<file path="src/rtl/sme_job_sched.sv">
// Round-robin job scheduler that time-shares one string-matching engine among NREQ requesters.
// Streams buffered string/pattern chars to the engine and returns tagged results with a hang timeout.
module sme_job_sched #(
  parameter int unsigned NREQ    = 4,
  parameter int unsigned IDW     = 2,
  parameter int unsigned TIMEOUT = 256
) (
  input  logic              i_clk,
  input  logic              i_reset,
  input  logic              i_wr_en,
  input  logic [IDW-1:0]    i_wr_id,
  input  logic              i_wr_sel,
  input  logic [4:0]        i_wr_addr,
  input  logic [7:0]        i_wr_data,
  input  logic [NREQ-1:0]   i_go,
  input  logic [NREQ*6-1:0] i_slen,
  input  logic [NREQ*4-1:0] i_plen,
  input  logic [NREQ-1:0]   i_keep_str,
  output logic [NREQ-1:0]   o_pending,
  output logic              o_done_valid,
  output logic [IDW-1:0]    o_done_id,
  output logic              o_done_match,
  output logic [4:0]        o_done_index,
  output logic              o_done_err,
  output logic [7:0]        o_eng_chardata,
  output logic              o_eng_isstring,
  output logic              o_eng_ispattern,
  output logic              o_eng_rst,
  input  logic              i_eng_valid,
  input  logic              i_eng_match,
  input  logic [4:0]        i_eng_match_index
);

  localparam int unsigned WW = $clog2(TIMEOUT) + 1;

  typedef enum logic [2:0] {
    StIdle,
    StArb,
    StSendS,
    StSendP,
    StWait,
    StResp
  } state_e;

  logic [7:0]      r_str [NREQ][32];
  logic [7:0]      r_pat [NREQ][8];
  logic [5:0]      r_slen [NREQ];
  logic [3:0]      r_plen [NREQ];
  logic [NREQ-1:0] r_keep;

  state_e          r_state;
  logic [NREQ-1:0] r_pending;
  logic [IDW-1:0]  r_ptr;
  logic [IDW-1:0]  r_id;
  logic [5:0]      r_cur_slen;
  logic [3:0]      r_cur_plen;
  logic [5:0]      r_cnt;
  logic [WW-1:0]   r_wcnt;
  logic            r_str_res;
  logic            r_done_valid;
  logic [IDW-1:0]  r_done_id;
  logic            r_done_match;
  logic [4:0]      r_done_index;
  logic            r_done_err;
  logic [7:0]      r_chardata;
  logic            r_isstr;
  logic            r_ispat;
  logic            r_eng_rst;

  logic [NREQ-1:0] w_go_acc;
  logic            w_wr_ok;
  logic            w_gnt_found;
  logic [IDW-1:0]  w_gnt_id;
  logic [NREQ-1:0] w_gnt_mask;
  logic [NREQ-1:0] w_id_mask;
  logic [5:0]      w_g_slen;
  logic [3:0]      w_g_plen;
  logic            w_g_keep;
  logic            w_bad;

  assign w_go_acc = i_go & ~r_pending;
  assign w_wr_ok  = (int'(i_wr_id) < NREQ) && !r_pending[i_wr_id];

  // Scan from farthest to nearest so the id closest after the pointer wins.
  always_comb begin
    w_gnt_found = 1'b0;
    w_gnt_id    = '0;
    for (int k = NREQ; k >= 1; k--) begin
      if (r_pending[IDW'((int'(r_ptr) + k) % NREQ)]) begin
        w_gnt_found = 1'b1;
        w_gnt_id    = IDW'((int'(r_ptr) + k) % NREQ);
      end
    end
  end

  always_comb begin
    w_gnt_mask = NREQ'(1) << w_gnt_id;
    w_id_mask  = NREQ'(1) << r_id;
    w_g_slen   = r_slen[w_gnt_id];
    w_g_plen   = r_plen[w_gnt_id];
    w_g_keep   = r_keep[w_gnt_id];
    w_bad      = (w_g_plen == 4'd0) || (w_g_plen > 4'd8) || (w_g_slen > 6'd32) ||
                 ((w_g_slen == 6'd0) && !w_g_keep) || (w_g_keep && !r_str_res);
  end

  // Buffer and length storage carry no reset: contents are don't-care until written.
  always_ff @(posedge i_clk) begin
    if (i_wr_en && w_wr_ok) begin
      if (i_wr_sel) r_pat[i_wr_id][i_wr_addr[2:0]] <= i_wr_data;
      else          r_str[i_wr_id][i_wr_addr]      <= i_wr_data;
    end
    for (int r = 0; r < NREQ; r++) begin
      if (w_go_acc[r]) begin
        r_slen[r] <= i_slen[r*6 +: 6];
        r_plen[r] <= i_plen[r*4 +: 4];
        r_keep[r] <= i_keep_str[r];
      end
    end
  end

  always_ff @(posedge i_clk or posedge i_reset) begin
    if (i_reset) begin
      r_state      <= StIdle;
      r_pending    <= '0;
      r_ptr        <= IDW'(NREQ - 1);
      r_id         <= '0;
      r_cur_slen   <= '0;
      r_cur_plen   <= '0;
      r_cnt        <= '0;
      r_wcnt       <= '0;
      r_str_res    <= 1'b0;
      r_done_valid <= 1'b0;
      r_done_id    <= '0;
      r_done_match <= 1'b0;
      r_done_index <= '0;
      r_done_err   <= 1'b0;
      r_chardata   <= '0;
      r_isstr      <= 1'b0;
      r_ispat      <= 1'b0;
      r_eng_rst    <= 1'b0;
    end else begin
      r_pending <= r_pending | w_go_acc;
      case (r_state)
        StIdle: begin
          if (|r_pending) r_state <= StArb;
        end
        StArb: begin
          if (!w_gnt_found) begin
            r_state <= StIdle;
          end else begin
            r_id       <= w_gnt_id;
            r_ptr      <= w_gnt_id;
            r_cur_slen <= w_g_slen;
            r_cur_plen <= w_g_plen;
            r_cnt      <= 6'd1;
            if (w_bad) begin
              r_done_valid <= 1'b1;
              r_done_id    <= w_gnt_id;
              r_done_match <= 1'b0;
              r_done_index <= '0;
              r_done_err   <= 1'b1;
              r_pending    <= (r_pending | w_go_acc) & ~w_gnt_mask;
              r_state      <= StResp;
            end else if (w_g_keep) begin
              r_ispat    <= 1'b1;
              r_chardata <= r_pat[w_gnt_id][0];
              r_state    <= StSendP;
            end else begin
              r_isstr    <= 1'b1;
              r_chardata <= r_str[w_gnt_id][0];
              r_state    <= StSendS;
            end
          end
        end
        StSendS: begin
          // The engine needs the pattern immediately after the last string char.
          if (r_cnt == r_cur_slen) begin
            r_isstr    <= 1'b0;
            r_ispat    <= 1'b1;
            r_chardata <= r_pat[r_id][0];
            r_cnt      <= 6'd1;
            r_str_res  <= 1'b1;
            r_state    <= StSendP;
          end else begin
            r_chardata <= r_str[r_id][r_cnt[4:0]];
            r_cnt      <= r_cnt + 6'd1;
          end
        end
        StSendP: begin
          if (r_cnt == {2'b00, r_cur_plen}) begin
            r_ispat    <= 1'b0;
            r_chardata <= '0;
            r_wcnt     <= '0;
            r_state    <= StWait;
          end else begin
            r_chardata <= r_pat[r_id][r_cnt[2:0]];
            r_cnt      <= r_cnt + 6'd1;
          end
        end
        StWait: begin
          if (i_eng_valid) begin
            r_done_valid <= 1'b1;
            r_done_id    <= r_id;
            r_done_match <= i_eng_match;
            r_done_index <= i_eng_match_index;
            r_done_err   <= 1'b0;
            r_pending    <= (r_pending | w_go_acc) & ~w_id_mask;
            r_state      <= StResp;
          end else if (r_wcnt == WW'(TIMEOUT - 1)) begin
            r_eng_rst    <= 1'b1;
            r_str_res    <= 1'b0;
            r_done_valid <= 1'b1;
            r_done_id    <= r_id;
            r_done_match <= 1'b0;
            r_done_index <= '0;
            r_done_err   <= 1'b1;
            r_pending    <= (r_pending | w_go_acc) & ~w_id_mask;
            r_state      <= StResp;
          end else begin
            r_wcnt <= r_wcnt + WW'(1);
          end
        end
        StResp: begin
          r_done_valid <= 1'b0;
          r_eng_rst    <= 1'b0;
          r_state      <= (|r_pending) ? StArb : StIdle;
        end
        default: r_state <= StIdle;
      endcase
    end
  end

  assign o_pending       = r_pending;
  assign o_done_valid    = r_done_valid;
  assign o_done_id       = r_done_id;
  assign o_done_match    = r_done_match;
  assign o_done_index    = r_done_index;
  assign o_done_err      = r_done_err;
  assign o_eng_chardata  = r_chardata;
  assign o_eng_isstring  = r_isstr;
  assign o_eng_ispattern = r_ispat;
  assign o_eng_rst       = r_eng_rst;

endmodule

</file>
<file path="config.mk">
export PLATFORM = sky130hd
export DESIGN_NAME = sme_job_sched
export DESIGN_NICKNAME = d
export VERILOG_FILES = /design/src/rtl/sme_job_sched.sv
export SDC_FILE = /design/constraint.sdc
export NUM_CORES = 2
export LEC_CHECK = 0
export CAP_MARGIN = 30
export CORE_MARGIN = 1
export CORE_UTILIZATION = 45
export DETAILED_ROUTE_END_ITERATION = 7
export GPL_ROUTABILITY_DRIVEN = 1
export PLACE_DENSITY = 0.6
export SLEW_MARGIN = 5
export SYNTH_ARGS = -nofsm -noshare
export SYNTH_HDL_FRONTEND = slang
export SYNTH_SLANG_ARGS = --single-unit
</file>
<file path="constraint.sdc">
create_clock -name i_clk -period 7.03 [get_ports i_clk]
set_clock_uncertainty 0.1 [all_clocks]
set_input_delay 2.109 -clock i_clk [delete_from_list [all_inputs] [get_ports i_clk]]
set_output_delay 2.109 -clock i_clk [all_outputs]
set_load 0.02 [all_outputs]
</file>
==> results.md <==
- Clk root buf: clkbuf_16
- H-tree level count: 4
- Total negative slack: 0 ns
- Diodes inserted: 0
- Register area: 0.0412 sq mm
- Crit-path max FO: 32
- Final min period: 5.01 ns
- Core Area: 0.120 sq mm
- First-pass GRT wire length: 201,000 um
- Largest net degree at the start of global routing: 161
- Peak VDD IR: 0.255 mV
- Final setup viols: 0
- CTS Hold Bufs: 0
- DIE WIDTH: 351 um
- Port Buffers: 98
- P per Cell Area: 375 mW/mm^2
- Arrival time at the worst endpoint: 5.29 ns
- Hpwl dp: 89,700 um
- Max_slew headroom: 32.7%
- Fraction of layout cells with a size suffix above 1: 23.8%
- DR vias: 27,518
- ANT nets after route: 0
- Switching share of power: 29.3%
- Leak: 0.0200 uW
- Chip height: 351 um
- Fmax: 0.200 GHz
- Internal cell power: 16,600 uW
- Grt ovf: 0
- Netlist cell types: 57
- Initial detailed-routing violation count: 3,168
- Vias in the first global route: 27,554
- DRC Markers: 0
- Seq cells post-synth: 1,382
- RSZ-0062 raised after global routing: false
- Crit end category: flip-flop
- Max-Cap Viols: 0
- Num CTS Buffers: 145
- Post-synth ARST share: 4.20%
- Layout area overhead: 14.2%
- First-pass DRT Iterations: 5
- Die footprint: 0.123 sq mm
- Final GP Congestion: 0.867
- NetSw: 6900 uW
- Synth Warn #: 0
- Layout fillers: 9,320
- Setup CP Type: in -> reg
- Routed vias/inst: 6.01
- Wire length per cell: 30.5 um
- CTS tree: done
- Synthesized instance count: 2,687
- Seq pwr share: 40.4%
- Worst Tran Pin Value: 1.01 ns
- Crit path launch type: input pin
- Worst endpoint required time: 7.31 ns
- Multi-input logic area: 0.0129 sq mm
- Slew Viols, Final: 0
- Worst-case clock buffer depth: 3
- Initial antenna violation count: 3
- Nets@finish: 2,924
- Combinational fraction of design power: 26.4%
- Worst-skew pair later-pin latency: 0.76 ns
- Post-synth EDFFs: 1,324
- Register area share after synthesis: 75.1%
- Initial core utilization: 45.6%
- Setup Fix Bufs, Post-CTS: 0
- Post-Route WL: 140,000 um
- Clock Pin Slew Worst Setup and Hold Paths: 0.06 ns
- # IOs: 99
- Total power: 23,500 uW
- Final hold slack: 0.401 ns
- # resized after CTS: 0
- Main synth FF type: edfxtp_1
- Rows: 127
- Clk sinks: 1,382
- Total track usage: 23.0%
- Clock Power Share: 33.2%
- Mapped Area: 0.0549 sq mm
- Min-delay worst type: reg -> reg
- Tcrit/Tclk final: 71.3%
- Syn_nets: 2,764
- Outcome: complete, no violations
- Hold Violations, Final: 0
- Syn_area_per_cell: 20.4 sq um
## worst max-delay path: stages
cell and delay (ns):
clkdlybuf4s50_1 0.63, mux4_2 0.53, nand2b_1 0.25, nor3_1 0.35, nand2b_2 0.60, nor2_1 0.76
## synthesized netlist by cell type, types with 4 or more instances
| cell | instances | area share, % |
|---|---|---|
| edfxtp_1 | 1324 | 72 |
| mux4_2 | 385 | 16 |
| nor2_1 | 204 | 1.4 |
| nand2_1 | 174 | 1.2 |
| mux2i_1 | 77 | 1.4 |
| clkbuf_1 | 73 | 0.50 |
| dfrtp_1 | 56 | 2.6 |
| nand3_1 | 46 | 0.42 |
| o21ai_0 | 36 | 0.33 |
| buf_2 | 32 | 0.29 |
| and3_1 | 24 | 0.27 |
| a21oi_1 | 23 | 0.21 |
| buf_1 | 18 | 0.12 |
| o22ai_1 | 16 | 0.18 |
| nand2b_1 | 15 | 0.17 |
| buf_6 | 13 | 0.27 |
| mux2_2 | 12 | 0.25 |
| nor3_1 | 12 | 0.11 |
| buf_4 | 11 | 0.15 |
| inv_1 | 11 | 0.075 |
| nor2b_1 | 10 | 0.11 |
| xor2_1 | 10 | 0.16 |
| a221oi_1 | 9 | 0.14 |
| a311oi_1 | 9 | 0.14 |
| xnor2_1 | 8 | 0.13 |
| a22o_1 | 7 | 0.11 |
| o221ai_1 | 7 | 0.11 |
| a31oi_1 | 6 | 0.068 |
| or3_1 | 6 | 0.068 |
| nand4_1 | 5 | 0.057 |
| and2_1 | 4 | 0.046 |
| nand3b_1 | 4 | 0.055 |
## per-stage QoR
| step | instances | cell area (sq um) | worst slack, ns | util (%) |
|---|---|---|---|---|
| after floorplan | 2687 | 54900 | 2.89 | - |
| after global routing | 4575 | 62700 | 1.84 | 52.0 |
| after CTS | 4574 | 62700 | 1.97 | 52.0 |
| after detailed placement | 4311 | 57800 | 1.19 | 48.0 |
| final | 4575 | 62700 | 2.02 | 52.0 |
| after global placement | 4303 | 57700 | 1.23 | 47.9 |
## kinds of logic after synthesis
kind of cell / synth area share (%)
DFF: 75.1
muxes: 17.4
buffers and inverters: 1.42
AOI/OAI and AO/OA: 1.66
adders and majority gates: 0.0684
and+or+nand+nor: 4.05
xor gates and xnor gates: 0.287
## final timing paths
path | start | end | slack (ns) | cells past startpoint
hold / removal | r_cur_slen[1] | r_cur_slen[1] | 0.40 | 2
setup reg to reg | r_id[0] | o_eng_chardata[1] | 2.40 | 8
setup / recovery | i_wr_id[0] | r_str[0][201] | 2.02 | 6
hold reg to reg | r_cur_slen[1] | r_cur_slen[1] | 0.40 | 2
min in group asynchronous | i_reset | o_done_index[2] | 1.81 | 3
max in group asynchronous | i_reset | r_id[0] | 4.42 | 3
## cell usage in the layout (no fill, tap or decap), types with 6 or more instances in the layout
| cell type | synthesis | final |
|---|---|---|
| o22ai_1 | 16 | 16 |
| dfrtp_1 | 56 | 51 |
| clkbuf_1 | 73 | 27 |
| clkinv_2 | 0 | 23 |
| a21oi_1 | 23 | 23 |
| a311oi_1 | 9 | 9 |
| inv_6 | 0 | 8 |
| clkdlybuf4s50_1 | 0 | 90 |
| nand2b_1 | 15 | 14 |
| o21ai_0 | 36 | 36 |
| inv_1 | 11 | 10 |
| a221oi_1 | 9 | 9 |
| nor2_1 | 204 | 203 |
| or3_1 | 6 | 6 |
| nor2b_1 | 10 | 10 |
| edfxtp_1 | 1324 | 1324 |
| bufinv_16 | 0 | 20 |
| mux2_2 | 12 | 12 |
| clkbuf_16 | 0 | 145 |
| mux4_2 | 385 | 385 |
| xnor2_1 | 8 | 8 |
| nand2_1 | 174 | 173 |
| buf_12 | 0 | 9 |
| a22o_1 | 7 | 7 |
| xor2_1 | 10 | 10 |
| o221ai_1 | 7 | 7 |
| nor3_1 | 12 | 12 |
| mux2i_1 | 77 | 77 |
| clkinv_1 | 2 | 24 |
| nand3_1 | 46 | 46 |
| buf_4 | 11 | 57 |
| and3_1 | 24 | 24 |
## area by class of cell
| class | count | area share [%] |
|---|---|---|
| Inverter | 13 | 0.0798 |
| Timing Repair Buffer | 160 | 2.55 |
| Clock inverter | 91 | 1.82 |
| Tap cell | 1612 | 3.22 |
| Clock buffer | 172 | 5.95 |
| Sequential cell | 1382 | 65.8 |
| Multi-Input combinational cell | 1145 | 20.6 |
## sequential cells by signal, summed over array words and instances, names as in the netlist, 2 cells and up
name / flops
r_keep: 4
r_cur_slen: 6
r_id: 2
r_str: 1024
r_wcnt: 9
o_done_index: 5
r_cur_plen: 4
r_ptr: 2
r_pat: 256
r_slen: 24
o_done_id: 2
r_plen: 16
o_eng_chardata: 8
o_pending: 4
r_cnt: 6
r_state: 3
## power by group through the flow
stage                     logic, uW  clock network (uW)  registers, uW
after floorplan                4410                   0           9500
after global placement         6180                   0           9670
after detailed placement       6240                   0           9670
after CTS                      6260                7930           9500
after global routing           6560                8240           9520
final                          6220                7810           9500
## per-layer routing
metal | global-route usage, % | up-vias | share of wire, %
met5 | 0 | - | 0.0079
met4 | 7.92 | 2 | 3.2
met1 | 32.8 | 14527 | 42
met2 | 35.8 | 1390 | 47
li1 | - | 11373 | -
met3 | 3.93 | 226 | 7.7
No activity file was read; power rests on OpenSTA's default activity.
